**config.mk**
```make
export PLATFORM = sky130hd
export DESIGN_NAME = gf_mul_iter
export DESIGN_NICKNAME = d
export VERILOG_FILES = /design/src/rtl/gf_pkg.sv /design/src/rtl/gf_horner_step.sv /design/src/rtl/gf_mul_iter.sv
export SDC_FILE = /design/constraint.sdc
export NUM_CORES = 1
export LEC_CHECK = 0
export ABC_CLOCK_PERIOD_IN_PS = 3700
export CAP_MARGIN = 15
export CORE_UTILIZATION = 56
export CTS_CLUSTER_SIZE = 10
export DETAILED_ROUTE_END_ITERATION = 8
export PLACE_DENSITY = 0.93
export SYNTH_ARGS = -nofsm -noshare
export SYNTH_HDL_FRONTEND = slang
export SYNTH_HIERARCHICAL = 1
export SYNTH_SLANG_ARGS = --single-unit
```
**constraint.sdc**
```tcl
create_clock -name clk -period 3.7 [get_ports clk]
set_input_delay 0.555 -clock clk [delete_from_list [all_inputs] [get_ports clk]]
set_output_delay 0.555 -clock clk [all_outputs]
set_load 0.02 [all_outputs]
```
**src/rtl/gf_pkg.sv**
```systemverilog
// Shared GF(2^n) helpers: field constants, multiplier FSM states and a
// generic xtime function. Ports: none (package).
package gf_pkg;

  localparam int GF_MAX_W = 32;

  localparam logic [7:0]   AES_POLY   = 8'h1b;
  localparam logic [127:0] GHASH_POLY = 128'h87;

  typedef enum logic [1:0] {
    IDLE,
    BUSY,
    DONE
  } gf_state_e;

  // Multiply v by x in GF(2^w); bits at and above w are discarded.
  function automatic logic [GF_MAX_W-1:0] gf_xt(
    input logic [GF_MAX_W-1:0] v,
    input logic [GF_MAX_W-1:0] poly,
    input int                  w
  );
    logic [GF_MAX_W-1:0] one;
    logic [GF_MAX_W-1:0] mask;
    logic [GF_MAX_W-1:0] r;
    one  = GF_MAX_W'(1);
    mask = (one << w) - one;
    r    = (v << 1) & mask;
    if ((v & (one << (w - 1))) != '0)
      r = r ^ (poly & mask);
    return r;
  endfunction

endpackage

```
**src/rtl/gf_horner_step.sv**
```systemverilog
// One MSB-first Horner sub-step: acc_out = xt(acc_in) ^ (b_bit ? a : 0).
// Ports: acc_in, a (W bits), b_bit (1), acc_out (W bits). Combinational.
module gf_horner_step
  import gf_pkg::*;
#(
  parameter int         W    = 8,
  parameter logic [W-1:0] POLY = W'(AES_POLY)
) (
  input  logic [W-1:0] acc_in,
  input  logic [W-1:0] a,
  input  logic         b_bit,
  output logic [W-1:0] acc_out
);

  logic [GF_MAX_W-1:0] xt;

  always_comb begin
    xt      = gf_xt(GF_MAX_W'(acc_in), GF_MAX_W'(POLY), W);
    acc_out = W'(xt) ^ (b_bit ? a : '0);
  end

endmodule

```
**src/rtl/gf_mul_iter.sv**
```systemverilog
// Multi-lane iterative GF(2^W) multiplier, BPC multiplier bits per cycle.
// Ports: clk, rst, in_valid/in_ready/in_a/in_b, out_valid/out_ready/out_p.
module gf_mul_iter
  import gf_pkg::*;
#(
  parameter int           W     = 8,
  parameter logic [W-1:0] POLY  = W'(AES_POLY),
  parameter int           LANES = 4,
  parameter int           BPC   = 1
) (
  input  logic               clk,
  input  logic               rst,
  input  logic               in_valid,
  output logic               in_ready,
  input  logic [LANES*W-1:0] in_a,
  input  logic [LANES*W-1:0] in_b,
  output logic               out_valid,
  input  logic               out_ready,
  output logic [LANES*W-1:0] out_p
);

  localparam int S  = W / BPC;
  localparam int CW = (S > 1) ? $clog2(S) : 1;

  gf_state_e          state_q;
  logic [CW-1:0]      cnt_q;
  logic [LANES*W-1:0] a_q;
  logic [LANES*W-1:0] b_q;
  logic [LANES*W-1:0] acc_q;
  logic               vld_q;

  logic [LANES*W-1:0] acc_d;
  logic [LANES*W-1:0] b_d;

  logic [W-1:0] chain [LANES][BPC+1];

  for (genvar gl = 0; gl < LANES; gl++) begin : g_lane
    assign chain[gl][0] = acc_q[gl*W +: W];
    for (genvar gk = 0; gk < BPC; gk++) begin : g_sub
      gf_horner_step #(
        .W    (W),
        .POLY (POLY)
      ) u_step (
        .acc_in  (chain[gl][gk]),
        .a       (a_q[gl*W +: W]),
        .b_bit   (b_q[gl*W + W-1-gk]),
        .acc_out (chain[gl][gk+1])
      );
    end
    assign acc_d[gl*W +: W] = chain[gl][BPC];
    assign b_d[gl*W +: W]   = b_q[gl*W +: W] << BPC;
  end

  // DONE can hand off and take new operands in one edge.
  assign in_ready  = (state_q == IDLE) |
                     ((state_q == DONE) & out_ready);
  assign out_valid = vld_q;
  assign out_p     = vld_q ? acc_q : '0;

  always_ff @(posedge clk) begin
    if (rst) begin
      state_q <= IDLE;
      cnt_q   <= '0;
      a_q     <= '0;
      b_q     <= '0;
      acc_q   <= '0;
      vld_q   <= 1'b0;
    end else begin
      unique case (state_q)
        IDLE: begin
          if (in_valid) begin
            a_q     <= in_a;
            b_q     <= in_b;
            acc_q   <= '0;
            cnt_q   <= '0;
            state_q <= BUSY;
          end
        end
        BUSY: begin
          acc_q <= acc_d;
          b_q   <= b_d;
          if (cnt_q == CW'(S - 1)) begin
            state_q <= DONE;
            vld_q   <= 1'b1;
          end else begin
            cnt_q <= cnt_q + CW'(1);
          end
        end
        DONE: begin
          if (out_ready) begin
            vld_q <= 1'b0;
            if (in_valid) begin
              a_q     <= in_a;
              b_q     <= in_b;
              acc_q   <= '0;
              cnt_q   <= '0;
              state_q <= BUSY;
            end else begin
              state_q <= IDLE;
            end
          end
        end
        default: state_q <= IDLE;
      endcase
    end
  end

endmodule

```
# Yosys cells after proc, flatten, opt, wreduce, memory -nomap -nowiden
# Cells that the tools add are included.
# totals
regBits	102
latchBits	0
ramBits	0
mem_bits_ro	0
in_bits	68
output_inout_bits	34
elab_cells	63
n_memories	0
# classes
add_sub_neg	1
mul	0
div_mod_pow	0
order_cmp	0
n_eq_ne	7
n_shift	0
mux	30
bitwise	10
n_reduce_logical	9
# op_table
cell	n
32-bit two-way mux	7
32-bit case mux with 3 select lines	2
32-bit case mux with 2 select lines	1
8-bit two-way mux	4
8-bit XOR	4
5-bit two-way mux	4
4-bit NOT	4
3-bit two-way mux	3
3-bit case mux with 3 select lines	1
3-bit AND reduction	3
2-bit != test, second input constant	4
2-bit two-way mux	3
2-bit case mux with 3 select lines	1
2-bit AND reduction	2
2-bit nonzero test	2
3-bit by 1-bit adder with 3-bit output, second input constant	1
3-bit equality test, second input constant	1
1-bit two-way mux	3
3-bit nonzero test	1
2-bit by 1-bit equality test with 1-bit output, second input constant	1
2-bit equality test, second input constant	1
2-bit zero test	1
1-bit case mux with 2 select lines	1
1-bit AND	1
1-bit OR	1

# Depth between registers and ports, before layout
# logic_depth
ltp_word	4
ltp_mapped	6

# Cells and area by module
# The synthesis kept the hierarchy.
# by_module_without_submodules
mod	instances	cells_per_inst	area_each_um2	seq_area_each_um2
gf_mul_iter	1	475	4740.8	2042.0
gf_horner_step	4	20	131.4	0.0

# Worst setup path after synthesis
# No wires, ideal clock.
# synth_path
kind	input port to output port
from	input out_ready
to	output in_ready
t_arrival_ns	1.300
t_required_ns	3.145
slack_ns	1.845
cell_stages	4
path_buffers	2
cell_sequence	nor2b_1 clkbuf_1 clkbuf_1 nor2_1
# synth_between
elab_chain_len	2
# synth_lines
element	line	source
start, declared	gf_mul_iter.sv:18	input logic out_ready,
1-bit AND	gf_mul_iter.sv:56	((state_q == DONE) & out_ready);
1-bit OR	gf_mul_iter.sv:55	assign in_ready = (state_q == IDLE) |
end, declared	gf_mul_iter.sv:14	output logic in_ready,
# No other way between the ends.

# Final worst setup path
# layout_path
from	register vld_q, in the netlist out_valid
to	output out_p[31]
# layout_between
elab_chain_len	1
# layout_lines
element	line	source
start, declared	gf_mul_iter.sv:30	logic vld_q;
start signal, assigned	gf_mul_iter.sv:67	vld_q <= 1'b0;
start signal, assigned	gf_mul_iter.sv:84	vld_q <= 1'b1;
start signal, assigned	gf_mul_iter.sv:91	vld_q <= 1'b0;
32-bit two-way mux	gf_mul_iter.sv:58	assign out_p = vld_q ? acc_q : '0;
end, declared	gf_mul_iter.sv:19	output logic [LANES*W-1:0] out_p
# No other way between the ends.

==> impl_metrics.env <==
export IMPL_status="complete, no violations"
export IMPL_p_leak_nw=2.46
export IMPL_vias=4453
export IMPL_setup_tns_final_ns=0
export IMPL_finalSetupViolCount=0
export IMPL_path_buf_inv=1
export IMPL_rsz0062_at_grt="false"
export IMPL_rows=35
export IMPL_path_max_fanout=35
export IMPL_post_route_cells_drive_above_1_share_pct=9.79
export IMPL_dp_hpwl_um=8530
export IMPL_crit_type="reg -> out"
export IMPL_seqPwrFrac_pct=54.0
export IMPL_drtPass1Iterations=4
export IMPL_wire_per_inst_um=17.5
export IMPL_crit_path_end_kind="output port"
export IMPL_crit_required_ns=3.14
export IMPL_relSlewSlack_pct=40.1
export IMPL_start_util_pct=57.5
export IMPL_grt_overflow=0
export IMPL_die_width_um=99.0
export IMPL_syn_nets=625
export IMPL_whs_ns=0.474
export IMPL_yosysSeqAreaShare_pct=38.8
export IMPL_cts_buffers=9
export IMPL_yosys_register_bits=102
export IMPL_fin_crit_ns=2.74
export IMPL_cts_tree="yes"
export IMPL_drcViolationCount=0
export IMPL_gp_congestion=0.801
export IMPL_syn_to_final_growth_pct=20.6
export IMPL_path_clk_slew_ns=0.10
export IMPL_antenna_left=0
export IMPL_crit_arrival_ns=2.18
export IMPL_routed_wl_um=12800
export IMPL_finalCritPeriodShare_pct=73.9
export IMPL_pwr_share_comb_pct=16.2
export IMPL_cp_slowest_cell="dfxtp_1"
export IMPL_crit_path_max_incr_delay_ns=0.92
export IMPL_async_flop_share_pct=0
export IMPL_grt_pass1_wl_um=20800
export IMPL_p_sw_mw=0.619
export IMPL_gr_usage_all_layers_pct=26.6
export IMPL_io_buffers=101
export IMPL_diodes=0
export IMPL_report_final_hold_viol_count=0
export IMPL_pin_count=102
export IMPL_synth_edf_count=0
export IMPL_hold_class="reg -> reg"
export IMPL_crit_family="flip-flops"
export IMPL_fin_nets=689
export IMPL_dr_first_iter_drc_count=279
export IMPL_coreArea_sq_um=9150
export IMPL_startpoint_type="register"
export IMPL_numClockSinks=102
export IMPL_synth_area_sq_um=5270
export IMPL_final_core_util_pct=69.4
export IMPL_fmax_mhz=366
export IMPL_yosysUniqueCellTypes=36
export IMPL_skew_ns=0.0122
export IMPL_clock_path_buffers=2
export IMPL_slew_violations=0
export IMPL_vdd_ir_drop_max_mv=0.213
export IMPL_hold_buffers=0
export IMPL_cts_htree_levels=3
export IMPL_cts_setup_buffers=0
export IMPL_p_int_mw=1.61
export IMPL_post_cts_resized=0
export IMPL_ys_warnings_count=6
export IMPL_grt_max_degree=67
export IMPL_cap_violations=0
export IMPL_die_area_sq_um=9800
export IMPL_die_y_um=99.0
export IMPL_grt_pass1_vias=4301
export IMPL_synth_cells=555
export IMPL_viasPerCell=6.07
export IMPL_cts_root_buf="clkbuf_8"
export IMPL_syn_area_per_cell_sq_um=9.49
export IMPL_swShare_pct=27.7
export IMPL_worstMarginPinSlew_ns=0.898
export IMPL_clk_latency_ns=0.37
export IMPL_antenna_found_initial=0
export IMPL_p_per_area_nw_per_um2=351
export IMPL_clkPwrFrac_pct=29.8
export IMPL_synth_flop_cell="dfxtp_1"
export IMPL_crit_chain="and2_1 -> clkdlybuf4s50_1"
==> registers in the layout, summed over array words and instances (netlist names) <==
| register | flops |
|---|---|
| state_q | 2 |
| a_q | 32 |
| cnt_q | 3 |
| out_valid | 1 |
| acc_q | 32 |
| b_q | 32 |
==> Yosys cell counts, types with 2 or more instances <==
| cell type | count | area, sq um |
|---|---|---|
| buf_12 | 2 | 40.0 |
| a32o_1 | 32 | 320 |
| nand2_1 | 38 | 143 |
| buf_6 | 4 | 45.0 |
| buf_4 | 3 | 22.5 |
| o211ai_1 | 2 | 15.0 |
| nand3_1 | 36 | 180 |
| nor2b_1 | 2 | 12.5 |
| mux2i_1 | 32 | 320 |
| a2111oi_2 | 26 | 390 |
| nand2b_4 | 2 | 27.5 |
| a21oi_1 | 37 | 185 |
| o21ai_0 | 2 | 10.0 |
| buf_8 | 2 | 30.0 |
| xor2_1 | 12 | 105 |
| ha_1 | 2 | 25.0 |
| buf_1 | 2 | 7.51 |
| o21ai_1 | 30 | 150 |
| nor2_1 | 6 | 22.5 |
| and3b_1 | 29 | 254 |
| dfxtp_1 | 102 | 2040 |
| a2111oi_0 | 2 | 17.5 |
| xnor2_1 | 32 | 280 |
| and2_1 | 32 | 200 |
| clkbuf_1 | 32 | 120 |
| nor3_1 | 29 | 145 |
| buf_2 | 15 | 75.1 |
| nand2b_1 | 2 | 12.5 |
==> per-layer routing <==
layer / up-vias / share of wire (%) / track usage [%]
li1: 2149 / - / -
met1: 2132 / 42 / 32.1
met2: 151 / 52 / 47.6
met3: 21 / 4.7 / 3.48
met4: 0 / 2.1 / 10.8
met5: - / 0 / 0
==> logic make-up after synthesis <==
kind of cell	synth area share, %
xor+xnor	7.32
compound gates	21.5
buf+inv	6.53
fa+ha+maj	0.475
flops	38.8
simple gates	19.4
mux	6.08
==> cell type report <==
type | instances | area, sq um
inverter | 1 | 3.75
timing repair buffer | 113 | 1100
clock buffer | 11 | 151
multi-input combinational | 392 | 2890
clock inverter | 4 | 32.5
tap | 111 | 139
fill | 663 | 2800
sequential | 102 | 2040
==> power by group through the flow <==
stage	combinational [mW]	clock, mW	sequential [mW]
2_1_floorplan	0.266	0	1.21
3_3_place_gp	0.346	0	1.22
3_5_place_dp	0.360	0	1.23
4_1_cts	0.361	0.668	1.20
5_1_grt	0.388	0.713	1.21
6_report	0.361	0.666	1.21
==> worst min-delay path, stage by stage (launching register included) <==
cell	delay, ns
dfxtp_1	0.32
nand2_1	0.05
mux2i_1	0.06
==> metrics by stage <==
stage	total power [mW]	setup WS (ns)	cells	cell area [sq um]
2_1_floorplan	1.47	1.85	555	5270
3_3_place_gp	1.57	1.08	719	6170
3_5_place_dp	1.59	1.01	719	6170
4_1_cts	2.23	0.951	734	6350
5_1_grt	2.32	0.828	734	6350
6_report	2.23	0.965	734	6350
==> cell usage in the layout (no fill, tap or decap), drive strengths merged, types with 2 or more instances in the layout <==
cell,count
nand2b,4
xor2,12
nor2,7
a32o,32
nor3,29
buf,13
and2,32
xnor2,32
dfxtp,102
ha,2
and3b,29
a2111oi,28
clkinv,2
nor2b,2
nand3,36
clkdlybuf4s50,100
clkbuf,11
a21oi,38
o21ai,32
o211ai,2
mux2i,32
nand2,38
clkinvlp,2
==> worst paths after layout <==
check / startpoint / to / slack [ns] / cells after the start
max: out_valid / out_p[31] / 0.96 / 2
min: b_q[24] / b_q[24] / 0.47 / 2
max reg2reg: state_q[0] / b_q[1] / 1.44 / 5
min reg2reg: b_q[24] / b_q[24] / 0.47 / 2
Note: power is estimated with default switching activity, not from simulation.
